**src/rtl/tetris_pkg.sv**
```systemverilog
// Shared types and constants for the Tetris game controller: FSM states,
// datapath opcodes, board geometry and small decode helpers.
package tetris_pkg;

  localparam int ROWS       = 20;
  localparam int COLS       = 10;
  localparam int NUM_PIECES = 7;
  localparam int ROW_W      = 5;
  localparam int PIECE_W    = 3;

  typedef enum logic [2:0] {
    ST_IDLE     = 3'd0,
    ST_SPAWN    = 3'd1,
    ST_PLAY     = 3'd2,
    ST_WAIT_RSP = 3'd3,
    ST_LOCK     = 3'd4,
    ST_CLEAR    = 3'd5,
    ST_OVER     = 3'd6
  } state_e;

  typedef enum logic [2:0] {
    OP_SPAWN     = 3'd0,
    OP_LEFT      = 3'd1,
    OP_RIGHT     = 3'd2,
    OP_ROT_CW    = 3'd3,
    OP_ROT_CCW   = 3'd4,
    OP_DOWN      = 3'd5,
    OP_LOCK      = 3'd6,
    OP_CLEAR_ROW = 3'd7
  } opcode_e;

  // Highest-index full row; row 19 is the bottom, so clearing walks bottom-up.
  function automatic logic [ROW_W-1:0] top_full_row(input logic [ROWS-1:0] full);
    top_full_row = '0;
    for (int i = 0; i < ROWS; i++) begin
      if (full[i]) top_full_row = ROW_W'(i);
    end
  endfunction

  function automatic logic [PIECE_W-1:0] piece_of(input logic [6:0] rnd);
    piece_of = PIECE_W'(rnd % 7'(NUM_PIECES));
  endfunction

endpackage

```
**src/rtl/tetris_game_ctrl_if.sv**
```systemverilog
// Command/response channel between the game controller and the board datapath.
interface tetris_game_ctrl_if;
  import tetris_pkg::*;

  logic               cmd_valid;
  logic [2:0]         cmd_op;
  logic [ROW_W-1:0]   cmd_row;
  logic [PIECE_W-1:0] cmd_piece;
  logic               cmd_ready;
  logic               rsp_valid;
  logic               rsp_ok;

  modport master (
    output cmd_valid, cmd_op, cmd_row, cmd_piece,
    input  cmd_ready, rsp_valid, rsp_ok
  );

  modport slave (
    input  cmd_valid, cmd_op, cmd_row, cmd_piece,
    output cmd_ready, rsp_valid, rsp_ok
  );

endinterface

```
**src/rtl/tetris_piece_lfsr.sv**
```systemverilog
// Free-running 7-bit maximal-length LFSR (x^7 + x^6 + 1) used to pick pieces.
module tetris_piece_lfsr #(
  parameter logic [6:0] SEED = 7'h5A
) (
  input  logic       clk,
  input  logic       reset,
  output logic [6:0] lfsr
);

  // NOTE: sequential state uses non-blocking assignments so every register
  // samples the values from before the clock edge.
  always_ff @(posedge clk) begin
    if (reset) lfsr <= SEED;
    else       lfsr <= {lfsr[5:0], lfsr[6] ^ lfsr[5]};
  end

endmodule

```
**src/rtl/tetris_game_ctrl.sv**
```systemverilog
// Tetris game controller: sequences spawn/move/drop/lock/clear commands to the
// board datapath with one command outstanding at a time.
module tetris_game_ctrl
  import tetris_pkg::*;
#(
  parameter int unsigned GAME_SPEED = 60,
  parameter logic [6:0]  LFSR_SEED  = 7'h5A
) (
  input  logic               clk,
  input  logic               reset,
  input  logic               tick,
  input  logic               run,
  input  logic               move_left,
  input  logic               move_right,
  input  logic               rotate,
  input  logic               rotate_direction,
  tetris_game_ctrl_if.master dp,
  input  logic [ROWS-1:0]    row_full,
  output logic [15:0]        lines_cleared,
  output logic               game_over
);

  localparam logic [7:0] GRAV_MAX = 8'(GAME_SPEED - 1);

  state_e             state_q, state_d;
  logic               cmd_valid_q, cmd_valid_d;
  opcode_e            cmd_op_q, cmd_op_d;
  logic [ROW_W-1:0]   cmd_row_q, cmd_row_d;
  logic [PIECE_W-1:0] cmd_piece_q, cmd_piece_d;
  opcode_e            last_op_q, last_op_d;
  logic [7:0]         grav_cnt_q, grav_cnt_d;
  logic               grav_due_q, grav_due_d;
  logic               pend_left_q, pend_left_d;
  logic               pend_right_q, pend_right_d;
  logic               pend_rot_q, pend_rot_d;
  logic               rot_cw_q, rot_cw_d;
  logic [15:0]        lines_q, lines_d;

  logic               issue;
  opcode_e            issue_op;
  logic [ROW_W-1:0]   issue_row;
  logic [PIECE_W-1:0] issue_piece;
  logic               play_phase;
  logic               grab_inputs;
  logic [6:0]         lfsr;

  tetris_piece_lfsr #(.SEED(LFSR_SEED)) u_lfsr (
    .clk   (clk),
    .reset (reset),
    .lfsr  (lfsr)
  );

  assign play_phase  = (state_q == ST_PLAY) || (state_q == ST_WAIT_RSP);
  assign grab_inputs = run && (state_q != ST_IDLE) && (state_q != ST_OVER);

  always_comb begin
    // NOTE: every signal written here gets a default first, so no path can
    // leave one unassigned and infer a latch.
    state_d      = state_q;
    cmd_valid_d  = cmd_valid_q;
    cmd_op_d     = cmd_op_q;
    cmd_row_d    = cmd_row_q;
    cmd_piece_d  = cmd_piece_q;
    last_op_d    = last_op_q;
    grav_cnt_d   = grav_cnt_q;
    grav_due_d   = grav_due_q;
    pend_left_d  = pend_left_q;
    pend_right_d = pend_right_q;
    pend_rot_d   = pend_rot_q;
    rot_cw_d     = rot_cw_q;
    lines_d      = lines_q;
    issue        = 1'b0;
    issue_op     = OP_SPAWN;
    issue_row    = '0;
    issue_piece  = '0;

    if (cmd_valid_q) begin
      // Command fields hold until accepted; rsp_valid in this cycle belongs to nobody.
      if (dp.cmd_ready) begin
        cmd_valid_d = 1'b0;
        cmd_op_d    = OP_SPAWN;
        cmd_row_d   = '0;
        cmd_piece_d = '0;
        last_op_d   = cmd_op_q;
        state_d     = ST_WAIT_RSP;
      end
    end else begin
      unique case (state_q)
        ST_IDLE: begin
          if (run) state_d = ST_SPAWN;
        end
        ST_SPAWN: begin
          if (run) begin
            issue       = 1'b1;
            issue_op    = OP_SPAWN;
            issue_piece = piece_of(lfsr);
          end
        end
        ST_PLAY: begin
          if (run) begin
            if (grav_due_q) begin
              issue      = 1'b1;
              issue_op   = OP_DOWN;
              grav_due_d = 1'b0;
            end else if (pend_rot_q) begin
              issue      = 1'b1;
              issue_op   = rot_cw_q ? OP_ROT_CW : OP_ROT_CCW;
              pend_rot_d = 1'b0;
            end else if (pend_left_q) begin
              issue       = 1'b1;
              issue_op    = OP_LEFT;
              pend_left_d = 1'b0;
            end else if (pend_right_q) begin
              issue        = 1'b1;
              issue_op     = OP_RIGHT;
              pend_right_d = 1'b0;
            end
          end
        end
        ST_WAIT_RSP: begin
          if (dp.rsp_valid) begin
            case (last_op_q)
              OP_SPAWN: state_d = dp.rsp_ok ? ST_PLAY : ST_OVER;
              OP_DOWN:  state_d = dp.rsp_ok ? ST_PLAY : ST_LOCK;
              OP_LOCK:  state_d = ST_CLEAR;
              OP_CLEAR_ROW: begin
                state_d = ST_CLEAR;
                if (lines_q != 16'hFFFF) lines_d = lines_q + 16'd1;
              end
              default:  state_d = ST_PLAY;
            endcase
          end
        end
        ST_LOCK: begin
          if (run) begin
            issue    = 1'b1;
            issue_op = OP_LOCK;
          end
        end
        ST_CLEAR: begin
          if (row_full == '0) begin
            state_d = ST_SPAWN;
          end else if (run) begin
            issue     = 1'b1;
            issue_op  = OP_CLEAR_ROW;
            issue_row = top_full_row(row_full);
          end
        end
        ST_OVER: begin
        end
        default: state_d = ST_IDLE;
      endcase
    end

    if (issue) begin
      cmd_valid_d = 1'b1;
      cmd_op_d    = issue_op;
      cmd_row_d   = issue_row;
      cmd_piece_d = issue_piece;
    end

    // A wrap in the same cycle as a DOWN issue re-arms gravity rather than losing it.
    if (run && tick && play_phase) begin
      if (grav_cnt_q >= GRAV_MAX) begin
        grav_cnt_d = '0;
        grav_due_d = 1'b1;
      end else begin
        grav_cnt_d = grav_cnt_q + 8'd1;
      end
    end

    if (grab_inputs) begin
      if (move_left)  pend_left_d  = 1'b1;
      if (move_right) pend_right_d = 1'b1;
      if (rotate) begin
        pend_rot_d = 1'b1;
        rot_cw_d   = rotate_direction;
      end
      // Contradictory horizontal requests cancel each other.
      if (pend_left_d && pend_right_d) begin
        pend_left_d  = 1'b0;
        pend_right_d = 1'b0;
      end
    end
  end

  always_ff @(posedge clk) begin
    if (reset) begin
      state_q      <= ST_IDLE;
      cmd_valid_q  <= 1'b0;
      cmd_op_q     <= OP_SPAWN;
      cmd_row_q    <= '0;
      cmd_piece_q  <= '0;
      last_op_q    <= OP_SPAWN;
      grav_cnt_q   <= '0;
      grav_due_q   <= 1'b0;
      pend_left_q  <= 1'b0;
      pend_right_q <= 1'b0;
      pend_rot_q   <= 1'b0;
      rot_cw_q     <= 1'b0;
      lines_q      <= '0;
    end else begin
      state_q      <= state_d;
      cmd_valid_q  <= cmd_valid_d;
      cmd_op_q     <= cmd_op_d;
      cmd_row_q    <= cmd_row_d;
      cmd_piece_q  <= cmd_piece_d;
      last_op_q    <= last_op_d;
      grav_cnt_q   <= grav_cnt_d;
      grav_due_q   <= grav_due_d;
      pend_left_q  <= pend_left_d;
      pend_right_q <= pend_right_d;
      pend_rot_q   <= pend_rot_d;
      rot_cw_q     <= rot_cw_d;
      lines_q      <= lines_d;
    end
  end

  assign dp.cmd_valid  = cmd_valid_q;
  assign dp.cmd_op     = cmd_op_q;
  assign dp.cmd_row    = cmd_row_q;
  assign dp.cmd_piece  = cmd_piece_q;
  assign lines_cleared = lines_q;
  assign game_over     = (state_q == ST_OVER);

endmodule

```
**src/flat_wrapper.sv**
```systemverilog
// flat-port wrapper written by rule: the top's interface ports become plain ports
module tetris_game_ctrl_flat import tetris_pkg::*;
#(
  parameter int unsigned GAME_SPEED = 60,
  parameter logic [6:0]  LFSR_SEED  = 7'h5A
)
  (clk, reset, tick, run, move_left, move_right, rotate, rotate_direction, row_full, lines_cleared, game_over, dp_cmd_valid, dp_cmd_op, dp_cmd_row, dp_cmd_piece, dp_cmd_ready, dp_rsp_valid, dp_rsp_ok);
  tetris_game_ctrl_if dp_i ();
  input  logic clk;
  input  logic reset;
  input  logic tick;
  input  logic run;
  input  logic move_left;
  input  logic move_right;
  input  logic rotate;
  input  logic rotate_direction;
  input  logic [ROWS-1:0] row_full;
  output logic [15:0] lines_cleared;
  output logic game_over;
  output wire logic [$bits(dp_i.cmd_valid)-1:0] dp_cmd_valid;
  output wire logic [$bits(dp_i.cmd_op)-1:0] dp_cmd_op;
  output wire logic [$bits(dp_i.cmd_row)-1:0] dp_cmd_row;
  output wire logic [$bits(dp_i.cmd_piece)-1:0] dp_cmd_piece;
  input wire logic [$bits(dp_i.cmd_ready)-1:0] dp_cmd_ready;
  input wire logic [$bits(dp_i.rsp_valid)-1:0] dp_rsp_valid;
  input wire logic [$bits(dp_i.rsp_ok)-1:0] dp_rsp_ok;
  assign dp_cmd_valid = dp_i.cmd_valid;
  assign dp_cmd_op = dp_i.cmd_op;
  assign dp_cmd_row = dp_i.cmd_row;
  assign dp_cmd_piece = dp_i.cmd_piece;
  assign dp_i.cmd_ready = dp_cmd_ready;
  assign dp_i.rsp_valid = dp_rsp_valid;
  assign dp_i.rsp_ok = dp_rsp_ok;
  tetris_game_ctrl #(.GAME_SPEED(GAME_SPEED), .LFSR_SEED(LFSR_SEED)) u_core (.clk(clk), .reset(reset), .tick(tick), .run(run), .move_left(move_left), .move_right(move_right), .rotate(rotate), .rotate_direction(rotate_direction), .dp(dp_i), .row_full(row_full), .lines_cleared(lines_cleared), .game_over(game_over));
endmodule
```
**config.mk**
```make
export PLATFORM = sky130hd
export DESIGN_NAME = tetris_game_ctrl_flat
export DESIGN_NICKNAME = d
export VERILOG_FILES = /design/src/rtl/tetris_pkg.sv /design/src/rtl/tetris_game_ctrl_if.sv /design/src/rtl/tetris_piece_lfsr.sv /design/src/rtl/tetris_game_ctrl.sv /design/src/flat_wrapper.sv
export SDC_FILE = /design/constraint.sdc
export NUM_CORES = 1
export LEC_CHECK = 0
export BUFFER_PORTS_ARGS = -buffer_cell sky130_fd_sc_hd__buf_2
export CAP_MARGIN = 20
export CORE_UTILIZATION = 56
export DETAILED_ROUTE_END_ITERATION = 6
export HOLD_SLACK_MARGIN = 0.12
export PLACE_DENSITY = 0.9
export SKIP_LAST_GASP = 1
export SYNTH_ARGS = -nofsm -noshare
export SYNTH_HDL_FRONTEND = slang
export SYNTH_SLANG_ARGS = --single-unit
```
**constraint.sdc**
```tcl
create_clock -name clk -period 4.01 [get_ports clk]
set_clock_uncertainty 0.1 [all_clocks]
set_input_delay 0.6015 -clock clk [delete_from_list [all_inputs] [get_ports clk]]
set_output_delay 0.6015 -clock clk [all_outputs]
set_load 0.02 [all_outputs]
```
==> flow_summary.json <==
{
  "yosys_register_bits": 54,
  "max_cap_viol_count": 0,
  "status": "complete, no violations",
  "cts_root_buffer": "sky130_fd_sc_hd__clkbuf_8",
  "ys_top_cells_by_area": "sky130_fd_sc_hd__dfxtp_1 (33%), sky130_fd_sc_hd__nor2_1 (5.1%), sky130_fd_sc_hd__nand2_1 (4.5%)",
  "rows": 27,
  "first_global_vias": 3071,
  "report.final.setup_viol": 0,
  "cts_setup_buffers": 0,
  "maximum_number_of_pins_on_one_net_before_global_route_repair": 53,
  "syn_inst": 414,
  "clkSinkCount": 54,
  "critPathSlowestCell": "sky130_fd_sc_hd__dfxtp_1",
  "endpoint_kind": "register",
  "final_max_slew_viol_count": 0,
  "synth-edff-count": 0,
  "post-synth-top-area-fraction_pct": 33.1,
  "drt-wirelength-per-cell_microns": 14.3,
  "netlist.top_cell.by_area": "sky130_fd_sc_hd__dfxtp_1",
  "final_period_minus_worst_setup_slack_ns": 3.52,
  "critPathLaunchType": "register",
  "drive_gt1_share_pct": 18.3,
  "min_to": "u_core.dp.cmd_row[1]",
  "whs_ns": 0.366,
  "max_stage_delay_ns": 0.71,
  "die_y_microns": 78.4,
  "route.detailed.drc": 0,
  "detail_routed_via_count_per_cell": 6.17,
  "yosysUniqueCellTypes": 70,
  "regToRegEndpoint": "u_core.dp.cmd_piece[1]",
  "critical-path-top-delay-family": "compound AO/OA/AOI/OAI gates",
  "synth_warnings": 0,
  "tritoncts.num_buffers": 5,
  "place.gp.congestion": 0.941,
  "fin_total_pwr_mw": 1.16,
  "holdBufCountCts": 0,
  "route.vias.total": 3269,
  "syn-mean-instance-area_sq_um": 7.90,
  "synthArstFlopShare_pct": 0,
  "clock_path_buffers": 2,
  "detail-route-antenna-nets": 0,
  "detailedPlacementHpwl_mm": 5.62,
  "input_output_buffers": 59,
  "cts_tree": "built",
  "static-leakage-power_nw": 1.45,
  "crit-reg2reg-launch": "u_core.u_lfsr.lfsr[6]",
  "regToRegSetupSlack_ns": 0.49,
  "post-route-period-util_pct": 87.8,
  "setup.worst_path.class": "reg -> reg",
  "clock_insertion_delay_worst_skew_ns": 0.31,
  "worst-path-max-fanout": 19,
  "wire_length_of_the_first_global_routing_pass_mm": 13.4,
  "ios": 60,
  "grt_setup_unrepaired": "false",
  "hold-path-cell-count": 2,
  "r2r_cells": 12,
  "post_cts_resize_count": 0,
  "diodes": 0,
  "net_count_synth": 450,
  "core_area_sq_um": 5570,
  "floorplan.die_area_sq_um": 6150,
  "area_delta_synth_final_pct": 11.7,
  "drt_pre_antenna_iters": 5,
  "slew-limit-headroom_pct": 42.4,
  "die_w_microns": 78.4,
  "timing_worst_slew_pin_value_ns": 0.864,
  "globalRoute.totalOverflow": 0,
  "cp_num_buf_inv": 0,
  "htree_num_levels": 2,
  "fillCellCount": 496,
  "hold_path.class": "reg -> reg",
  "most_frequently_used_flop_master_after_synthesis": "sky130_fd_sc_hd__dfxtp_1",
  "data_arrival_critical_path_ns": 3.61,
  "power_density_nw_per_um2": 319,
  "floorplan.initialDensity_pct": 58.7,
  "cp_cell_sequence": "ha_2 -> nand2b_1 -> a311oi_1 -> a31oi_2 -> a2bb2oi_2 -> nor3_1 -> a21oi_1 -> ha_1 -> nand2_1 -> nor3_1 -> a2111oi_0 -> nand2_1",
  "hold_path_startpoint": "u_core.dp.cmd_row[1]",
  "finalHoldViolCount": 0,
  "net_total_in_the_final_layout": 494,
  "vdd_drop_max_mv": 0.209,
  "drt_iter0_drc": 183,
  "grt.total_usage_pct": 27.0,
  "initial_antenna_violation_count": 0,
  "max_freq_mhz": 284,
  "cts.reportedPaths.clkPinSlew_ns": 0.09,
  "critical_path_required_ns": 4.10,
  "syn-cell-area_sq_um": 3270,
  "yosysSeqAreaShare_pct": 33.1,
  "postRouteWirelength_mm": 7.59,
  "count_of_cell_instances_traversed_by_the_critical_path": 12,
  "totalNegativeSetupSlack_ns": 0
}
## metrics by stage
stage | instance area [sq um] | util, % | cells | setup slack, ns
6_report | 3650 | 65.5 | 530 | 0.491
5_1_grt | 3650 | 65.5 | 530 | 0.0583
3_5_place_dp | 3540 | 63.5 | 523 | 0.431
4_1_cts | 3650 | 65.5 | 530 | 0.400
2_1_floorplan | 3270 | - | 414 | 1.17
3_3_place_gp | 3540 | 63.5 | 523 | 0.616
## synth_stat cells (all sizes together) (4+ instances only)
library cell	instances
dfxtp	54
nor2	44
nand2	39
a21oi	26
o21ai	18
nor3	17
nand2b	14
inv	13
nand3	13
nor2b	13
buf	12
clkbuf	10
or3	10
xnor2	9
a31oi	7
nor4	7
o31ai	7
a211oi	6
nand4	6
xor2	6
a22oi	5
ha	5
or2	5
nor3b	4
o21bai	4
## kinds of logic (layout without fill, tap and decap cells)
| kind of cell | after synthesis | in the layout | synth area share (%) |
|---|---|---|---|
| AOI/OAI and AO/OA | 113 | 113 | 24.9 |
| buffers and inverters | 35 | 79 | 4.97 |
| DFF | 54 | 54 | 33.1 |
| adders and majority gates | 5 | 5 | 1.91 |
| and+or+nand+nor | 190 | 190 | 30.5 |
| xor gates and xnor gates | 15 | 15 | 4.02 |
| muxes | 2 | 2 | 0.651 |
## layer usage
metal	GRT usage [%]	wire length (microns)	vias to the layer above
li1	-	-	1602
met1	31.9	3190	1536
met2	46.7	3710	110
met3	5.23	451	21
met4	13.3	233	0
met5	0	0	-
## worst reg2reg max path, stage by stage, from the launching register on
cell,delay (ns)
sky130_fd_sc_hd__dfxtp_1,0.71
sky130_fd_sc_hd__ha_2,0.47
sky130_fd_sc_hd__nand2b_1,0.12
sky130_fd_sc_hd__a311oi_1,0.37
sky130_fd_sc_hd__a31oi_2,0.11
sky130_fd_sc_hd__a2bb2oi_2,0.29
sky130_fd_sc_hd__nor3_1,0.12
sky130_fd_sc_hd__a21oi_1,0.22
sky130_fd_sc_hd__ha_1,0.26
sky130_fd_sc_hd__nand2_1,0.11
sky130_fd_sc_hd__nor3_1,0.07
sky130_fd_sc_hd__a2111oi_0,0.38
sky130_fd_sc_hd__nand2_1,0.09
## final cells by class
type	count	area, sq um	share of cell area (%)
clock inverter	2	38.8	1.06
sequential	54	1080	29.6
tap	72	90.1	2.47
timing repair buffer	59	295	8.08
inverter	13	48.8	1.34
multi-input combinational	325	2030	55.5
clock buffer	5	68.8	1.88
## report_power, final
part           internal, mW  total (mW)  switching, mW
clock network         0.184       0.358          0.174
registers             0.550       0.582         0.0320
logic                0.0953       0.225          0.129
total                 0.829        1.16          0.335
## worst max-delay path by stage
stage               slack, ns                endpoint                  start
CTS                      0.40  u_core.dp.cmd_piece[1]  u_core.u_lfsr.lfsr[5]
floorplan                1.17  u_core.dp.cmd_piece[1]  u_core.u_lfsr.lfsr[5]
global placement         0.62  u_core.dp.cmd_piece[1]  u_core.u_lfsr.lfsr[5]
detailed placement       0.43  u_core.dp.cmd_piece[1]  u_core.u_lfsr.lfsr[5]
global route             0.06  u_core.dp.cmd_piece[1]  u_core.u_lfsr.lfsr[6]
finish                   0.49  u_core.dp.cmd_piece[1]  u_core.u_lfsr.lfsr[6]
## cells in the final DEF (no fill, tap or decap), types with 10 or more instances in the layout
cell type,Yosys,layout
sky130_fd_sc_hd__nand2b_1,14,14
sky130_fd_sc_hd__nor3_1,15,15
sky130_fd_sc_hd__nor2_1,44,44
sky130_fd_sc_hd__o21ai_0,18,18
sky130_fd_sc_hd__or3_1,10,10
sky130_fd_sc_hd__dfxtp_1,54,53
sky130_fd_sc_hd__nand2_1,39,39
sky130_fd_sc_hd__inv_1,12,12
sky130_fd_sc_hd__buf_2,7,59
sky130_fd_sc_hd__nor2b_1,13,13
sky130_fd_sc_hd__nand3_1,13,13
sky130_fd_sc_hd__a21oi_1,26,26
## flip-flops by register name (all words and copies together) (netlist names)
name                  cells
u_core.pend_rot_q         1
u_core.dp.cmd_row         5
u_core.dp.cmd_piece       3
u_core.dp.cmd_valid       1
u_core.grav_cnt_q         8
u_core.state_q            3
u_core.pend_left_q        1
u_core.u_lfsr.lfsr        7
u_core.pend_right_q       1
u_core.lines_cleared     16
u_core.rot_cw_q           1
u_core.grav_due_q         1
u_core.dp.cmd_op          3
u_core.last_op_q          3
(Power assumes the default switching activity.)
